$ cat src/rtl/if_stage_pkg.sv
// ============================================================================
// Module  : if_stage_pkg
// Brief   : Shared widths, stall encodings and reset PC for the fetch stage.
// Revision: 1.0 - initial release
// ============================================================================
`default_nettype none

package if_stage_pkg;

  localparam int          STALL_W     = 6;
  localparam int          BR_WD       = 33;
  localparam int          IF_TO_ID_WD = 33;
  localparam logic        STOP        = 1'b1;
  localparam logic        NO_STOP     = 1'b0;
  localparam logic [31:0] RESET_PC    = 32'hBFBF_FFFC;

  typedef enum logic [0:0] {
    ST_RUN  = 1'b0,
    ST_HOLD = 1'b1
  } hold_state_e;

endpackage

`default_nettype wire

$ cat src/rtl/if_stage_pc_reg.sv
// ============================================================================
// Module  : if_stage_pc_reg
// Brief   : PC/CE registers and next-PC mux; drives the SRAM fetch request.
// Revision: 1.0 - initial release
// ============================================================================
`default_nettype none

module if_stage_pc_reg
  import if_stage_pkg::*;
(
  input  logic             clk,
  input  logic             rst,
  input  logic             stall_pc,
  input  logic [BR_WD-1:0] br_bus,
  output logic [31:0]      pc,
  output logic             ce,
  output logic [31:0]      fetch_addr,
  output logic             fetch_en
);

  logic        br_e;
  logic [31:0] br_addr;
  logic [31:0] next_pc;
  logic [31:0] pc_d, pc_q;
  logic        ce_d, ce_q;

  assign {br_e, br_addr} = br_bus;

  always_comb begin
    next_pc = br_e ? br_addr : pc_q + 32'd4;
    pc_d    = pc_q;
    ce_d    = ce_q;
    if (rst) begin
      pc_d = RESET_PC;
      ce_d = 1'b0;
    end else if (stall_pc == NO_STOP) begin
      pc_d = next_pc;
      ce_d = 1'b1;
    end
  end

  always_ff @(posedge clk) begin
    pc_q <= pc_d;
    ce_q <= ce_d;
  end

  // While the PC is frozen the current PC is re-issued so the synchronous
  // SRAM keeps returning the instruction that matches the held PC.
  assign fetch_addr = (stall_pc == NO_STOP) ? next_pc : pc_q;
  assign fetch_en   = ~rst;
  assign pc         = pc_q;
  assign ce         = ce_q;

endmodule

`default_nettype wire

$ cat src/rtl/if_stage.sv
// ============================================================================
// Module  : if_stage
// Brief   : Instruction fetch stage with optional instruction hold buffer
//           (enabled by defining IF_INST_BUF_EN).
// Revision: 1.0 - initial release
// ============================================================================
`default_nettype none

module if_stage
  import if_stage_pkg::*;
(
  input  logic                   clk,
  input  logic                   rst,
  input  logic [STALL_W-1:0]     stall,
  input  logic [BR_WD-1:0]       br_bus,
  output logic                   inst_sram_en,
  output logic [3:0]             inst_sram_wen,
  output logic [31:0]            inst_sram_addr,
  output logic [31:0]            inst_sram_wdata,
  input  logic [31:0]            inst_sram_rdata,
  output logic [IF_TO_ID_WD-1:0] if_to_id_bus,
  output logic [31:0]            if_inst,
  output logic                   if_inst_valid
);

  logic [31:0] pc;
  logic        ce;
  logic [31:0] inst_raw;
  logic        bubble;
  logic        unused_stall_bits;

  if_stage_pc_reg u_pc_reg (
    .clk        (clk),
    .rst        (rst),
    .stall_pc   (stall[0]),
    .br_bus     (br_bus),
    .pc         (pc),
    .ce         (ce),
    .fetch_addr (inst_sram_addr),
    .fetch_en   (inst_sram_en)
  );

`ifdef IF_INST_BUF_EN
  hold_state_e state_d, state_q;
  logic [31:0] hold_d, hold_q;

  always_ff @(posedge clk) begin
    state_q <= state_d;
    hold_q  <= hold_d;
  end

  always_comb begin
    state_d  = state_q;
    hold_d   = hold_q;
    inst_raw = (state_q == ST_HOLD) ? hold_q : inst_sram_rdata;
    if (rst) begin
      state_d = ST_RUN;
      hold_d  = 32'b0;
    end else begin
      case (state_q)
        ST_RUN: begin
          if (stall[2] == STOP) begin
            state_d = ST_HOLD;
            hold_d  = inst_raw;
          end
        end
        ST_HOLD: begin
          if (stall[2] == NO_STOP) state_d = ST_RUN;
        end
        default: state_d = ST_RUN;
      endcase
    end
  end
`else
  assign inst_raw = inst_sram_rdata;
`endif

  // IF->ID frozen while ID advances: hand ID a nop bubble instead.
  assign bubble = (stall[1] == STOP) && (stall[2] == NO_STOP);

  assign if_inst         = bubble ? 32'b0 : inst_raw;
  assign if_inst_valid   = ce & ~rst & ~bubble;
  assign if_to_id_bus    = {ce, pc};
  assign inst_sram_wen   = 4'b0000;
  assign inst_sram_wdata = 32'b0;

  assign unused_stall_bits = ^stall[STALL_W-1:3];

endmodule

`default_nettype wire

$ cat config.mk
export PLATFORM = sky130hd
export DESIGN_NAME = if_stage
export DESIGN_NICKNAME = d
export VERILOG_FILES = /design/src/rtl/if_stage_pkg.sv /design/src/rtl/if_stage_pc_reg.sv /design/src/rtl/if_stage.sv
export SDC_FILE = /design/constraint.sdc
export NUM_CORES = 1
export LEC_CHECK = 0
export ABC_AREA = 1
export CAP_MARGIN = 20
export CORE_MARGIN = 1
export CORE_UTILIZATION = 30
export CTS_CLUSTER_SIZE = 8
export DETAILED_ROUTE_END_ITERATION = 8
export PLACE_DENSITY = 0.8
export REMOVE_ABC_BUFFERS = 1
export SYNTH_ARGS = -nofsm -noshare
export SYNTH_HDL_FRONTEND = slang
export SYNTH_SLANG_ARGS = --single-unit
$ cat constraint.sdc
create_clock -name clk -period 4.35 [get_ports clk]
set_clock_uncertainty 0.15 [all_clocks]
set_input_delay 1.0875 -clock clk [delete_from_list [all_inputs] [get_ports clk]]
set_output_delay 1.0875 -clock clk [all_outputs]
set_load 0.005 [all_outputs]
==> results of run 1 <==
==> synth_stat cells (3+ instances only) <==
cell type	n	area (um2)
sky130_fd_sc_hd__nor2_4	6	67.6
sky130_fd_sc_hd__nand2_4	6	67.6
sky130_fd_sc_hd__inv_2	5	18.8
sky130_fd_sc_hd__buf_4	38	285
sky130_fd_sc_hd__nand3_2	4	40.0
sky130_fd_sc_hd__nor2_2	11	68.8
sky130_fd_sc_hd__a21oi_1	4	20.0
sky130_fd_sc_hd__inv_1	68	255
sky130_fd_sc_hd__nor2_1	67	251
sky130_fd_sc_hd__dfxtp_1	33	661
sky130_fd_sc_hd__buf_6	4	45.0
sky130_fd_sc_hd__o21ai_1	4	20.0
sky130_fd_sc_hd__clkbuf_1	6	22.5
sky130_fd_sc_hd__nand4_1	3	18.8
sky130_fd_sc_hd__nand3_1	45	225
sky130_fd_sc_hd__o211ai_1	6	45.0
sky130_fd_sc_hd__nand2_2	8	50.1
sky130_fd_sc_hd__buf_2	4	20.0
sky130_fd_sc_hd__nand3b_1	8	60.1
sky130_fd_sc_hd__o21ai_0	19	95.1
sky130_fd_sc_hd__nand2_1	152	571
==> state kept, by name, indices dropped and copies added, names as in the netlist <==
signal and count:
u_pc_reg.ce 1, u_pc_reg.pc 32
==> cells by family (layout without fill, tap and decap cells) <==
group / count (synthesis) / after routing / share of synthesized area
fa+ha+maj: 1 / 1 / 0.00398
other cells: 1 / 36 / 0.00119
compound gates: 41 / 41 / 0.0801
flops: 33 / 33 / 0.210
buf+inv: 127 / 265 / 0.209
simple gates: 319 / 319 / 0.479
xor+xnor: 5 / 5 / 0.0163
==> metrics by stage <==
stage	cells	area [um2]	power [mW]
2_1_floorplan	510	2900	0.602
3_3_place_gp	825	4860	0.886
3_5_place_dp	825	4860	0.891
4_1_cts	833	4940	1.13
5_1_grt	833	4940	1.19
6_report	833	4940	1.12
==> metal layers <==
metal,wire (um),share of wire
met2,5150,0.48
met5,0,0
met1,4590,0.43
met4,121,0.011
met3,873,0.081
==> critical path, stage by stage <==
cell                              delay (ns)
sky130_fd_sc_hd__clkdlybuf4s50_1        0.63
sky130_fd_sc_hd__buf_4                  0.21
sky130_fd_sc_hd__nor2_8                 0.05
sky130_fd_sc_hd__inv_1                  0.14
sky130_fd_sc_hd__buf_4                  0.21
sky130_fd_sc_hd__nand2_1                0.06
sky130_fd_sc_hd__nand2_1                0.09
sky130_fd_sc_hd__nand2_1                0.07
sky130_fd_sc_hd__clkdlybuf4s50_1        0.44
==> cell type report <==
class	count	area (um2)	area share
tap	133	166	0.0337
clock buffer	8	80.1	0.0162
timing repair buffer	182	1790	0.362
sequential	33	661	0.134
multi-input combinational	402	1960	0.397
inverter	75	283	0.0573
==> report_power, final <==
part / internal (mW) / switching, mW / total, mW
combinational: 0.272 / 0.248 / 0.521
clock: 0.114 / 0.119 / 0.233
sequential: 0.326 / 0.0404 / 0.367
total: 0.712 / 0.408 / 1.12
==> worst min path at each step <==
| stage | from | endpoint | slack [ns] | depth (start not counted) |
|---|---|---|---|---|
| finish | u_pc_reg.ce | u_pc_reg.ce | 0.33 | 2 |
| global route | u_pc_reg.ce | u_pc_reg.ce | 0.40 | 2 |
| CTS | u_pc_reg.ce | u_pc_reg.ce | 0.33 | 2 |
| detailed placement | u_pc_reg.ce | u_pc_reg.ce | 0.32 | 2 |
| global placement | u_pc_reg.ce | u_pc_reg.ce | 0.32 | 2 |
| floorplan | u_pc_reg.ce | u_pc_reg.ce | 0.31 | 2 |
==> out/results.txt, run 1 <==
outcome: complete, no violations
per-cell routed wire length: 12.9 um
detailed-routing iteration count for the pre-antenna-repair pass: 5
Critical path destination: inst_sram_addr[30]
input/output buffers: 168
class of the worst hold path: flip-flop to flip-flop
total DRC errors in the routed layout: 0
met3 track utilization from global routing: 0.0388
power per standard cell area: 227 nW/um2
Final Net Count: 773
highest-count cells in the layout ignoring fill and taps: 168 x sky130_fd_sc_hd__clkdlybuf4s50_1, 152 x sky130_fd_sc_hd__nand2_1, 68 x sky130_fd_sc_hd__inv_1, 66 x sky130_fd_sc_hd__nor2_1, 45 x sky130_fd_sc_hd__nand3_1
num rows: 36
first element of the critical path: stall[0]
maximum vdd ir drop: 0.128 mV
signed area change from the synthesized netlist to the final layout: 57.1%
Final Max Slew Viols: 0
distinct cell type count after synthesis: 40
die boundary height: 104 um
post-route setup TNS: 0 ns
beginning of the worst register-to-register path: u_pc_reg.pc[3]
PnR worst setup slack: 0.119 ns
met1 demand-to-capacity share in global routing: 0.231
Synth Instances: 527
maximum number of buffers from clock root to sink: 2
highest achievable clock rate: 236 MHz
unrepaired setup endpoints after global routing: no
number of diodes added for antenna fixing: 0
fin crit period: 4.23 ns
Initial Utilization: 0.316
required time of the critical path: 3.11 ns
overall die area: 10900 um2
CP startpoint kind: input pin
final weighted congestion in routability-driven placement: 0.927
Post-Place Worst Slack: 0.140 ns
total detailed-routing wirelength: 10.7 mm
H-tree level count: 2
vias post-DR: 3767
category of the critical setup timing path: input pin to output pin
clock root buffer master: sky130_fd_sc_hd__clkbuf_8
Cell Area, Synth: 3140 um2
R2R Setup Slk: 2.46 ns
Layout fillers: 983
crit-path max FO: 9
number of buffers created by CTS: 5
top_reg_cell synth: sky130_fd_sc_hd__dfxtp_1
latest clock arrival within the worst-skew pair: 0.29 ns
core region area: 9950 um2
flop and latch count out of synthesis: 33
FFs w/ async S/R, synth: 0
Final Hold Slack: 0.332 ns
standby leakage power: 2.44 nW
initial drt markers: 227
share of post-route cells with drive strength above 1: 0.103
number of instances resized during post-cts repair: 0
vias per std cell: 4.52
endpoint of the worst register-to-register path: u_pc_reg.pc[22]
Tot GR Track Use: 0.194
horizontal extent of the die: 104 um
clock sink total: 33
maximum number of pins on one net before global-route repair: 27
data arrival at the endpoint of the critical path: 2.99 ns
antenna-violating nets left: 0
number of maximum-capacitance violations: 0
total global routing overflow: 0
most frequent standard cell in the layout excluding fill and tap cells: sky130_fd_sc_hd__clkdlybuf4s50_1
synthesized area per cell: 5.96 um2
count of cells along the worst register-to-register path: 9
count of endpoints failing hold in the final timing report: 0
final period utilization: 0.973
final core utilization: 0.496
Synth warnings: 0
Most Used Layer, Global Route: met2
category of the worst setup path capture point: output pin
clock-pin slew on the worst setup and hold paths: 0.06 ns
half-perimeter wire length after detailed placement: 8.67 mm
proportion of synthesized chip area in sequential cells: 0.210
met2 global-route usage: 0.353
final setup violation count: 0
I/O pin cnt: 208
vias in the first global route: 3538
number of buffers added to fix hold violations after cts: 0
CTS tree: yes
setup bufs post-CTS: 0
Post-synth EDFFs: 0
global-route wire length before repair: 16.8 mm
initial antenna violation count: 0
Note: power is estimated with default switching activity, not from simulation.
==> run 2, diff against run 1 <==
--- a/config.mk
+++ b/config.mk
@@ -13,6 +13,7 @@
 export DETAILED_ROUTE_END_ITERATION = 8
 export PLACE_DENSITY = 0.8
 export REMOVE_ABC_BUFFERS = 1
+export SLEW_MARGIN = 20
 export SYNTH_ARGS = -nofsm -noshare
 export SYNTH_HDL_FRONTEND = slang
 export SYNTH_SLANG_ARGS = --single-unit
==> results of run 2 <==
The final DEF is identical to that of run 1; final timing and power are the same.
==> run 3, diff against run 2 <==
--- a/config.mk
+++ b/config.mk
@@ -5,13 +5,13 @@
 export SDC_FILE = /design/constraint.sdc
 export NUM_CORES = 1
 export LEC_CHECK = 0
-export ABC_AREA = 1
+export ABC_AREA = 0
 export CAP_MARGIN = 20
 export CORE_MARGIN = 1
 export CORE_UTILIZATION = 30
 export CTS_CLUSTER_SIZE = 8
 export DETAILED_ROUTE_END_ITERATION = 8
-export PLACE_DENSITY = 0.8
+export PLACE_DENSITY = 0.81
 export REMOVE_ABC_BUFFERS = 1
 export SLEW_MARGIN = 20
 export SYNTH_ARGS = -nofsm -noshare
==> out/results.txt, run 3 <==
outcome: finished, violations left
violated checks: design-rule violations
number of buffers created by CTS: 5 (unchanged)
CP startpoint kind: flip-flop
most instantiated library cell after synthesis: sky130_fd_sc_hd__buf_4
I/O pin cnt: 208 (unchanged)
FFs w/ async S/R, synth: 0 (unchanged)
Cell Area, Synth: 2980 um2 (-5.0%)
standby leakage power: 1.99 nW (-18%)
initial drt markers: 201 (-11%)
total DRC errors in the routed layout: 1 (+1)
clock-pin slew on the worst setup and hold paths: 0.08 ns (+0.02 ns)
distinct cell type count after synthesis: 57 (+43%)
clock sink total: 33 (unchanged)
most frequent cells after synthesis: 39 x sky130_fd_sc_hd__buf_4, 38 x sky130_fd_sc_hd__and2_1, 33 x sky130_fd_sc_hd__dfxtp_1
die boundary height: 102 um (-2.5%)
setup bufs post-CTS: 0 (unchanged)
endpoint of the worst register-to-register path: u_pc_reg.pc[15]
area after detailed placement: 4800 um2 (-1.2%)
total global routing overflow: 0 (unchanged)
launch point of the worst hold path: u_pc_reg.pc[1]
clock root buffer master: sky130_fd_sc_hd__clkbuf_8
Synth Instances: 398 (-24%)
input/output buffers: 168 (unchanged)
half-perimeter wire length after detailed placement: 8.81 mm (+1.6%)
signed area change from the synthesized netlist to the final layout: 65.3%
crit-path max FO: 10 (+1)
final core utilization: 0.509 (+0.0135)
vias post-DR: 3662 (-2.8%)
unrepaired setup endpoints after global routing: no
most frequent standard cell in the layout excluding fill and tap cells: sky130_fd_sc_hd__clkdlybuf4s50_1
number of maximum-capacitance violations: 0 (unchanged)
horizontal extent of the die: 102 um (-2.5%)
Worst Max-Slew Pin Slew: 0.589 ns
Post-Place Worst Slack: -0.0127 ns (-0.153 ns)
Critical Path Max Stage Delay: 0.54 ns (-0.09 ns)
core region area: 9680 um2 (-2.7%)
final setup violation count: 0 (unchanged)
R2R Setup Slk: 2.18 ns (-0.28 ns)
Final Net Count: 646 (-16%)
maximum number of pins on one net before global-route repair: 34 (+26%)
per-cell routed wire length: 15.8 um (+22%)
CTS tree: yes
synthesized area per cell: 7.50 um2 (+26%)
highest achievable clock rate: 250 MHz (+5.7%)
final non-filler cell area: 4930 um2 (about the same)
Layout fillers: 910 (-7.4%)
antenna-violating nets left: 0 (unchanged)
cell type with the largest total area after synthesis: sky130_fd_sc_hd__dfxtp_1
count of cells along the worst register-to-register path: 4 (-5)
class of the worst hold path: flip-flop to flip-flop
initial antenna violation count: 0 (unchanged)
Final Hold Slack: 0.346 ns (+0.0133 ns)
category of the worst setup path capture point: output pin
data arrival at the endpoint of the critical path: 2.77 ns (-0.22 ns)
cells along the critical path: and4_1, nand4_4, nor4b_2, mux2i_1, clkdlybuf4s50_1
final weighted congestion in routability-driven placement: 0.923 (-0.41%)
slowest CP cell: sky130_fd_sc_hd__and4_1
maximum number of buffers from clock root to sink: 2 (unchanged)
Post-synth EDFFs: 0 (unchanged)
beginning of the worst register-to-register path: u_pc_reg.pc[4]
H-tree level count: 2 (unchanged)
Final Max Slew Viols: 0 (unchanged)
overall die area: 10400 um2 (-4.9%)
total detailed-routing wirelength: 11.1 mm (+3.7%)
vias in the first global route: 3402 (-3.8%)
required time of the critical path: 3.11 ns (about the same)
share of post-route cells with drive strength above 1: 0.106 (+0.00360)
Max transition margin: 0.604
fraction of synthesized cell area taken by the top area cell type: 0.221 (+0.0111)
flip-flop count of the largest register, all copies and words added: 32 (unchanged)
category of the critical setup timing path: flip-flop to output pin
global-route wire length before repair: 16.8 mm (-0.49%)
vias per std cell: 5.19 (+15%)
count of endpoints failing hold in the final timing report: 0 (unchanged)
proportion of synthesized chip area in sequential cells: 0.221 (+0.0111)
top_reg_cell synth: sky130_fd_sc_hd__dfxtp_1
power per standard cell area: 226 nW/um2 (-0.28%)
biggest area contributors in the synthesized netlist: sky130_fd_sc_hd__dfxtp_1 22%, sky130_fd_sc_hd__buf_4 9.8%, sky130_fd_sc_hd__and2_1 8.0%
flop and latch count out of synthesis: 33 (unchanged)
highest-count cells in the layout ignoring fill and taps: 163 x sky130_fd_sc_hd__clkdlybuf4s50_1, 38 x sky130_fd_sc_hd__and2_1, 36 x sky130_fd_sc_hd__conb_1, 33 x sky130_fd_sc_hd__dfxtp_1, 31 x sky130_fd_sc_hd__nor2_1
number of buffers added to fix hold violations after cts: 0 (unchanged)
number of diodes added for antenna fixing: 0 (unchanged)
Initial Utilization: 0.308 (-0.00747)
hold-critical path depth: 2 (unchanged)
family with the most delay on the worst path: simple AND/OR/NAND/NOR gates
final period utilization: 0.920 (-0.0525)
Buf+Inv Stages, Crit Path: 1 (-4)
worst min-delay path endpoint: u_pc_reg.pc[1]
Tot GR Track Use: 0.207 (+0.0128)
num rows: 36 (unchanged)
detailed-routing iteration count for the pre-antenna-repair pass: 6 (+1)
fin crit period: 4.00 ns (-0.228 ns)
PnR worst setup slack: 0.347 ns (+0.228 ns)
latest clock arrival within the worst-skew pair: 0.29 ns (about the same)
maximum vdd ir drop: 0.114 mV (-11%)
Synth warnings: 0 (unchanged)
==> run 3: per-stage QoR <==
| stage | cells | TNS, ns | power (mW) |
|---|---|---|---|
| after floorplan | 366 | 0 | 0.572 |
| after CTS | 706 | -0.00465 | 1.11 |
| after global placement | 698 | 0 | 0.867 |
| after global routing | 706 | 0 | 1.18 |
| after detailed placement | 698 | -0.0182 | 0.876 |
| final | 706 | 0 | 1.12 |
==> run 3: final cells by class <==
| type | instances | area (um2) | area share |
|---|---|---|---|
| Clock buffer | 7 | 76.3 | 0.0155 |
| Clock inverter | 1 | 7.51 | 0.00152 |
| Inverter | 8 | 30.0 | 0.00609 |
| Multi-Input combinational cell | 325 | 2050 | 0.415 |
| Sequential cell | 33 | 661 | 0.134 |
| Tap cell | 133 | 166 | 0.0337 |
| Timing Repair Buffer | 199 | 1940 | 0.394 |
==> run 3: kinds of logic (layout without fill, tap and decap cells) <==
group                      Yosys count  count (layout)  share of synthesized area
and+or+nand+nor                    189             189                      0.378
adders and majority gates            1               1                    0.00419
AOI/OAI and AO/OA                   92              92                      0.223
other                                1              36                    0.00126
muxes                                7               7                     0.0239
DFF                                 33              33                      0.221
buffers and inverters               75             215                      0.148
==> run 3: worst register-to-register path, delay by kind of cell, from the launching register on <==
kind / cells / cell delay (ns)
flops: 1 / 0.50
simple gates: 2 / 0.90
compound gates: 2 / 0.50
==> run 3: metal layers <==
metal / track usage / share of wire / wire length (um) / vias to the layer above
met1: 0.250 / 0.42 / 4710 / 1710
met2: 0.365 / 0.49 / 5450 / 183
li1: - / - / - / 1749
met5: 0 / 0 / 0 / -
met3: 0.0386 / 0.073 / 811 / 20
met4: 0.0702 / 0.014 / 158 / 0
==> run 3: power by group <==
part	internal (mW)	leakage [nW]	total (mW)	switching [mW]
logic	0.284	1.68	0.513	0.229
clock network	0.113	0.0385	0.238	0.124
registers	0.324	0.273	0.366	0.0421
total	0.721	1.99	1.12	0.396
==> run 3: worst max-delay path by stage <==
stage | startpoint | slack (ns) | cells after the start | to
after floorplan | br_bus[32] | 0.81 | 4 | inst_sram_addr[27]
after global placement | stall[0] | 0.005 | 7 | inst_sram_addr[24]
after detailed placement | stall[0] | -0.01 | 7 | inst_sram_addr[24]
after CTS | br_bus[32] | -0.005 | 7 | inst_sram_addr[24]
after global routing | u_pc_reg.pc[4] | 0.19 | 5 | inst_sram_addr[27]
final | u_pc_reg.pc[4] | 0.35 | 5 | inst_sram_addr[27]
==> run 3: repair_timing <==
action                                  in CTS  in global routing
pin swaps                                    0                  3
hold endpoints to repair                     0                  0
endpoints found under the setup margin       2                 16
resized for setup                            2                 11
